===== config.mk =====
export PLATFORM = sky130hd
export DESIGN_NAME = mem_loader
export DESIGN_NICKNAME = d
export VERILOG_FILES = /design/src/rtl/loader_pkg.sv /design/src/rtl/loader_addr_chk.sv /design/src/rtl/mem_loader.sv
export SDC_FILE = /design/constraint.sdc
export NUM_CORES = 1
export LEC_CHECK = 0
export BUFFER_PORTS_ARGS = -buffer_cell sky130_fd_sc_hd__buf_2
export CORE_MARGIN = 10
export CORE_UTILIZATION = 40
export DETAILED_ROUTE_END_ITERATION = 6
export GPL_ROUTABILITY_DRIVEN = 1
export PLACE_DENSITY_LB_ADDON = 0.05
export SYNTH_ARGS = -nofsm -noshare
export SYNTH_HDL_FRONTEND = slang
export SYNTH_HIERARCHICAL = 1
export SYNTH_SLANG_ARGS = --single-unit
export TNS_END_PERCENT = 1

===== constraint.sdc =====
create_clock -name clk -period 6.15 [get_ports clk]
set_clock_uncertainty 0.05 [all_clocks]
set_input_delay 0.9225 -clock clk [delete_from_list [all_inputs] [get_ports clk]]
set_output_delay 0.9225 -clock clk [all_outputs]
set_load 0.01 [all_outputs]

===== src/rtl/loader_pkg.sv =====
// loader_pkg: shared definitions for the program/data loader.
//   - beat target encodings carried on in_sel
//   - loader FSM state encoding
//   - address/counter widths and the byte-to-word index helper
package loader_pkg;

    localparam int ADDR_W = 32;
    localparam int DATA_W = 32;
    localparam int WIDX_W = ADDR_W - 2;   // word index width of a byte address
    localparam int CNT_W  = 16;           // load_count width
    localparam int DLY_W  = 4;            // settle counter width (START_DELAY <= 15)

    typedef enum logic [1:0] {
        SEL_IMEM  = 2'b00,
        SEL_DMEM  = 2'b01,
        SEL_ENTRY = 2'b10,
        SEL_RSVD  = 2'b11
    } sel_e;

    typedef enum logic [1:0] {
        ST_LOAD   = 2'b00,
        ST_SETTLE = 2'b01,
        ST_RUN    = 2'b10,
        ST_ERROR  = 2'b11
    } state_e;

    function automatic logic [WIDX_W-1:0] word_idx(input logic [ADDR_W-1:0] byte_addr);
        return byte_addr[ADDR_W-1:2];
    endfunction

endpackage


===== src/rtl/loader_addr_chk.sv =====
// loader_addr_chk: combinational legality check for one load beat.
// Ports:
//   sel        in  2  : beat target (imem / dmem / entry / reserved)
//   addr       in  32 : byte address of the target word
//   data_lsb   in  2  : low bits of the beat data (entry alignment)
//   last       in  1  : beat is the final one of the load
//   legal      out 1  : beat may be committed
//   is_last_ok out 1  : beat is legal and closes the load
module loader_addr_chk
    import loader_pkg::*;
#(
    parameter int IMEM_WORDS = 64,
    parameter int DMEM_WORDS = 64
) (
    input  logic [1:0]        sel,
    input  logic [ADDR_W-1:0] addr,
    input  logic [1:0]        data_lsb,
    input  logic              last,
    output logic              legal,
    output logic              is_last_ok
);

    logic              aligned;
    logic [WIDX_W-1:0] idx;

    always_comb begin
        aligned = (addr[1:0] == 2'b00);
        idx     = word_idx(addr);
        legal   = 1'b0;
        case (sel_e'(sel))
            SEL_IMEM:  legal = aligned && (idx < WIDX_W'(IMEM_WORDS));
            SEL_DMEM:  legal = aligned && (idx < WIDX_W'(DMEM_WORDS));
            SEL_ENTRY: legal = (data_lsb == 2'b00);
            default:   legal = 1'b0;
        endcase
        // An illegal last beat must not close the load: error wins.
        is_last_ok = legal && last;
    end

endmodule


===== src/rtl/mem_loader.sv =====
// mem_loader: streams load beats into instruction/data memory write ports,
// captures the core entry address, then releases the core via tbStart.
// Ports:
//   clk, rst                   : clock, synchronous active-high reset
//   in_valid/in_ready          : beat handshake (ready only while loading)
//   in_sel/in_addr/in_data     : beat target, byte address, data/entry value
//   in_last                    : final beat of the load
//   imem_we/addr/wdata         : registered instruction memory write port
//   dmem_we/addr/wdata         : registered data memory write port
//   tbStart, initInstAddr      : core run enable (sticky) and reset PC
//   err                        : sticky load error
//   load_count                 : committed memory beats, saturating
module mem_loader
    import loader_pkg::*;
#(
    parameter int IMEM_WORDS  = 64,
    parameter int DMEM_WORDS  = 64,
    parameter int START_DELAY = 2
) (
    input  logic              clk,
    input  logic              rst,
    input  logic              in_valid,
    output logic              in_ready,
    input  logic [1:0]        in_sel,
    input  logic [ADDR_W-1:0] in_addr,
    input  logic [DATA_W-1:0] in_data,
    input  logic              in_last,
    output logic              imem_we,
    output logic [ADDR_W-1:0] imem_addr,
    output logic [DATA_W-1:0] imem_wdata,
    output logic              dmem_we,
    output logic [ADDR_W-1:0] dmem_addr,
    output logic [DATA_W-1:0] dmem_wdata,
    output logic              tbStart,
    output logic [ADDR_W-1:0] initInstAddr,
    output logic              err,
    output logic [CNT_W-1:0]  load_count
);

    state_e            state_q, state_d;
    logic              imem_we_q, imem_we_d;
    logic [ADDR_W-1:0] imem_addr_q, imem_addr_d;
    logic [DATA_W-1:0] imem_wdata_q, imem_wdata_d;
    logic              dmem_we_q, dmem_we_d;
    logic [ADDR_W-1:0] dmem_addr_q, dmem_addr_d;
    logic [DATA_W-1:0] dmem_wdata_q, dmem_wdata_d;
    logic              tb_start_q, tb_start_d;
    logic [ADDR_W-1:0] init_addr_q, init_addr_d;
    logic              err_q, err_d;
    logic [CNT_W-1:0]  load_count_q, load_count_d;
    logic [DLY_W-1:0]  dly_q, dly_d;

    logic legal;
    logic is_last_ok;
    logic accept;

    loader_addr_chk #(
        .IMEM_WORDS (IMEM_WORDS),
        .DMEM_WORDS (DMEM_WORDS)
    ) u_chk (
        .sel        (in_sel),
        .addr       (in_addr),
        .data_lsb   (in_data[1:0]),
        .last       (in_last),
        .legal      (legal),
        .is_last_ok (is_last_ok)
    );

    assign accept = in_valid && (state_q == ST_LOAD);

    always_comb begin
        state_d      = state_q;
        imem_we_d    = 1'b0;   // strobes are single-cycle unless re-armed
        imem_addr_d  = imem_addr_q;
        imem_wdata_d = imem_wdata_q;
        dmem_we_d    = 1'b0;
        dmem_addr_d  = dmem_addr_q;
        dmem_wdata_d = dmem_wdata_q;
        tb_start_d   = tb_start_q;
        init_addr_d  = init_addr_q;
        err_d        = err_q;
        load_count_d = load_count_q;
        dly_d        = dly_q;

        case (state_q)
            ST_LOAD: begin
                if (accept) begin
                    if (!legal) begin
                        state_d = ST_ERROR;
                        err_d   = 1'b1;
                    end else begin
                        case (sel_e'(in_sel))
                            SEL_IMEM: begin
                                imem_we_d    = 1'b1;
                                imem_addr_d  = in_addr;
                                imem_wdata_d = in_data;
                            end
                            SEL_DMEM: begin
                                dmem_we_d    = 1'b1;
                                dmem_addr_d  = in_addr;
                                dmem_wdata_d = in_data;
                            end
                            SEL_ENTRY: init_addr_d = in_data;
                            default: ;
                        endcase
                        if ((in_sel == SEL_IMEM || in_sel == SEL_DMEM)
                            && load_count_q != {CNT_W{1'b1}}) begin
                            load_count_d = load_count_q + 1'b1;
                        end
                        if (is_last_ok) begin
                            state_d = ST_SETTLE;
                            dly_d   = DLY_W'(START_DELAY);
                        end
                    end
                end
            end
            ST_SETTLE: begin
                // Entered with START_DELAY loaded; run asserts one edge
                // after the count reaches zero.
                if (dly_q == '0) begin
                    state_d    = ST_RUN;
                    tb_start_d = 1'b1;
                end else begin
                    dly_d = dly_q - 1'b1;
                end
            end
            default: ;  // RUN and ERROR hold until reset
        endcase
    end

    always_ff @(posedge clk) begin
        if (rst) begin
            state_q      <= ST_LOAD;
            imem_we_q    <= 1'b0;
            imem_addr_q  <= '0;
            imem_wdata_q <= '0;
            dmem_we_q    <= 1'b0;
            dmem_addr_q  <= '0;
            dmem_wdata_q <= '0;
            tb_start_q   <= 1'b0;
            init_addr_q  <= '0;
            err_q        <= 1'b0;
            load_count_q <= '0;
            dly_q        <= '0;
        end else begin
            state_q      <= state_d;
            imem_we_q    <= imem_we_d;
            imem_addr_q  <= imem_addr_d;
            imem_wdata_q <= imem_wdata_d;
            dmem_we_q    <= dmem_we_d;
            dmem_addr_q  <= dmem_addr_d;
            dmem_wdata_q <= dmem_wdata_d;
            tb_start_q   <= tb_start_d;
            init_addr_q  <= init_addr_d;
            err_q        <= err_d;
            load_count_q <= load_count_d;
            dly_q        <= dly_d;
        end
    end

    assign in_ready     = (state_q == ST_LOAD);
    assign imem_we      = imem_we_q;
    assign imem_addr    = imem_addr_q;
    assign imem_wdata   = imem_wdata_q;
    assign dmem_we      = dmem_we_q;
    assign dmem_addr    = dmem_addr_q;
    assign dmem_wdata   = dmem_wdata_q;
    assign tbStart      = tb_start_q;
    assign initInstAddr = init_addr_q;
    assign err          = err_q;
    assign load_count   = load_count_q;

endmodule


==> impl_metrics.tcl <==
set metrics [dict create \
    dp_hpwl_um 16100 \
    drive_above_1_share_pct 28.4 \
    drt_iter0_drc 329 \
    die_h_um 152 \
    synthTopCellsByCount "nand2_1, dfxtp_1, a21oi_1" \
    synthXorXnorAreaFrac_pct 1.51 \
    fin_crit_ps 4000 \
    yosysUniqueCellTypes 47 \
    ys_ff_latch 186 \
    r2r_cells 6 \
    cp_cell_sequence "buf_2, nor4_1, nand4_1, o21ai_0, and4bb_2, nand2b_2, nor2_4, buf_4, nand2_1, a21oi_1" \
    finalHoldViolations 0 \
    vias 6490 \
    drc 0 \
    cts_tree "built" \
    synth_top_flop_cell "dfxtp_1" \
    muxShareOfSynthArea_pct 0.612 \
    ant_nets 0 \
    drt-total-wl_um 22700 \
    synthSimpleGateAreaFrac_pct 24.5 \
    crit_slowest_cell "nor2_4" \
    port_buffers 250 \
    hp-start "imem_addr[26]" \
    fin_setup_tns_ps 0 \
    finalHoldWorstSlack_ps 400 \
    numCtsBuffers 17 \
    synth-edff-count 0 \
    routedWlPerCell_um 17.3 \
    syn_area_per_cell_um2 8.12 \
    post_cts_resized 0 \
    cts_max_path_buffers 2 \
    grt_antenna_before_repair 1 \
    core_um2 17200 \
    rows 48 \
    cp_top_family "simple AND/OR/NAND/NOR gates" \
    syn_inst 856 \
    reg2reg_from "state_q[0]" \
    cts-hold-fix-buffers 0 \
    fill_cells 1789 \
    required_ps 6440 \
    htreeDepth 4 \
    dr.pass1.iters 4 \
    outcome "completed" \
    hold_path_depth 2 \
    synthesis.nets 929 \
    synthTopCellsByArea "dfxtp_1, nand2_1, a21oi_1, buf_2, xnor2_1" \
    synth-adder-area-share_pct 0.540 \
    grt_max_degree 122 \
    tightestPinTransition_ps 934 \
    area_delta_synth_final_pct 28.1 \
    worst_hold_path.endpoint "imem_addr[26]" \
    via_per_inst 4.94 \
    multi_input_area_um2 2920 \
    start_util_pct 40.5 \
    grt_pass1_vias 6260 \
    synth_seq_area_share_pct 53.6 \
    yosysWarnings 6 \
    min_path_type "reg -> reg" \
    worst-setup-path-type "in -> reg" \
    die_area_um2 23000 \
    overflow 0 \
    insertion_delay_ps 420 \
    cp-end-kind "flip-flop" \
    num_antenna_cells 0 \
    maxCapViolCount 0 \
    clockRootBuffer "clkbuf_16" \
    setup_viol 0 \
    relSlewSlack_pct 37.7 \
    path_buf_inv 2 \
    grt_pass1_wl_um 36100 \
    synth_largest_area_cell "dfxtp_1" \
    r2r_setup_slack_ps 3510 \
    post_cts_buffers 0 \
    fin_crit_sh_pct 65.0 \
    synth_top_family_by_area "simple AND/OR/NAND/NOR gates" \
    fin_nets 1149 \
    rr_endpoint "imem_addr[20]" \
    peakVddDrop_mv 0.223 \
    rsz0062_at_grt "no" \
    gp_congestion 0.810 \
    synth_area_um2 6950 \
    track_usage_pct 18.9 \
    io_pins 251 \
    synth_top_area_share_pct 53.6 \
    worstPathMaxFanout 34 \
    leakage_nw 3.70 \
    ys_async_sr_fraction_pct 0 \
    die_w_um 152 \
    worstPathArrival_ps 4280 \
    clk_pin_slew_ps 60 \
    clkSinkCount 186 \
    fmax_ghz 0.250 \
    yosysMostFrequentCell "nand2_1" \
    synth_compound_area_share_pct 14.7 \
    maxSlewViolCount 0 \
    p_per_area_nw_per_um2 281 \
    start_kind "input port" \
    slowest_delay_ps 620 \
    register_area_um2 3720 \
]
## cell usage in the layout, fill, tap and decap left out, types with 2 or more instances in the layout
cell | synthesis | final
a211oi_1 | 3 | 3
mux2_1 | 2 | 2
clkbuf_1 | 26 | 2
nand2_1 | 328 | 328
and4_1 | 2 | 2
nor2_4 | 2 | 2
o21ai_0 | 4 | 4
clkbuf_16 | 0 | 17
mux2i_1 | 2 | 2
dfxtp_1 | 186 | 186
nand3_1 | 5 | 4
a21oi_1 | 167 | 167
bufinv_16 | 0 | 5
nor2_1 | 27 | 27
nor2b_1 | 4 | 4
inv_6 | 0 | 5
buf_2 | 24 | 249
xnor2_1 | 12 | 12
ha_1 | 3 | 3
nor4b_2 | 2 | 2
clkinv_2 | 0 | 2
inv_1 | 6 | 6
nand3_2 | 2 | 3
nor4_1 | 7 | 7
nand4b_1 | 2 | 2
nand2b_2 | 1 | 2
nand4_1 | 4 | 4
nand2b_1 | 3 | 2
a2111oi_2 | 3 | 3
and3_1 | 2 | 2
buf_4 | 0 | 8
## worst max path at each step
stage                startpoint        endpoint  slack, ps  cells after the start
finish              in_addr[30]  imem_wdata[14]       2150                     10
global route        in_addr[30]   imem_wdata[2]       1840                     10
floorplan           in_addr[30]  dmem_wdata[10]       3130                     11
global placement    in_addr[30]    imem_addr[3]       1780                     10
CTS                 in_addr[30]  imem_wdata[14]       2120                     10
detailed placement  in_addr[30]  imem_wdata[14]       1730                     10
## kinds of logic (layout without fill, tap and decap cells)
| group | Yosys count | after routing |
|---|---|---|
| simple gates | 402 | 402 |
| compound gates | 186 | 186 |
| flops | 186 | 186 |
| buf+inv | 63 | 296 |
| xor+xnor | 12 | 12 |
| mux | 4 | 4 |
| fa+ha+maj | 3 | 3 |
## worst register-to-register path, cell delays in order (launching register included)
cell and delay [ps]:
dfxtp_1 480, and4bb_2 330, nand2b_2 310, nand2b_2 590, buf_4 530, nand2_1 120
a21oi_1 160
## metal layers
layer	up-vias	routed length, um	global-route usage [%]
li1	3249	-	-
met1	3013	10300	24.5
met2	208	10300	29.1
met3	18	1790	6.75
met4	2	239	4.95
met5	-	13	0
## final cells by class
type | instances | area share [%]
Tap cell | 225 | 3.16
Multi-Input combinational cell | 607 | 32.7
Timing Repair Buffer | 258 | 14.8
Clock inverter | 13 | 2.37
Inverter | 6 | 0.253
Sequential cell | 186 | 41.8
Clock buffer | 19 | 4.86
## report_power, final
group / internal, mW / switching, mW / leakage [nW] / total, mW
clock network: 0.728 / 0.478 / 0.313 / 1.21
logic: 0.0281 / 0.0594 / 1.89 / 0.0875
registers: 1.21 / 0.00458 / 1.50 / 1.21
## state kept, by name, summed over array words and instances, names as in the netlist
name	count
initInstAddr	32
dmem_addr	32
err	1
state_q	2
tbStart	1
load_count	16
imem_addr	32
dmem_we	1
dmem_wdata	32
imem_wdata	32
imem_we	1
dly_q	4
## per-stage QoR
stage	setup WS [ps]	utilization [%]	area, um^2	power [mW]	instances
floorplan	3130	-	6950	1.28	856
global placement	1780	48.1	8260	1.33	1282
detailed placement	1730	48.1	8260	1.33	1282
CTS	2120	51.8	8900	2.53	1314
global route	1840	51.8	8900	2.59	1314
finish	2150	51.8	8900	2.51	1314
Note: power is estimated with default switching activity, not from simulation.
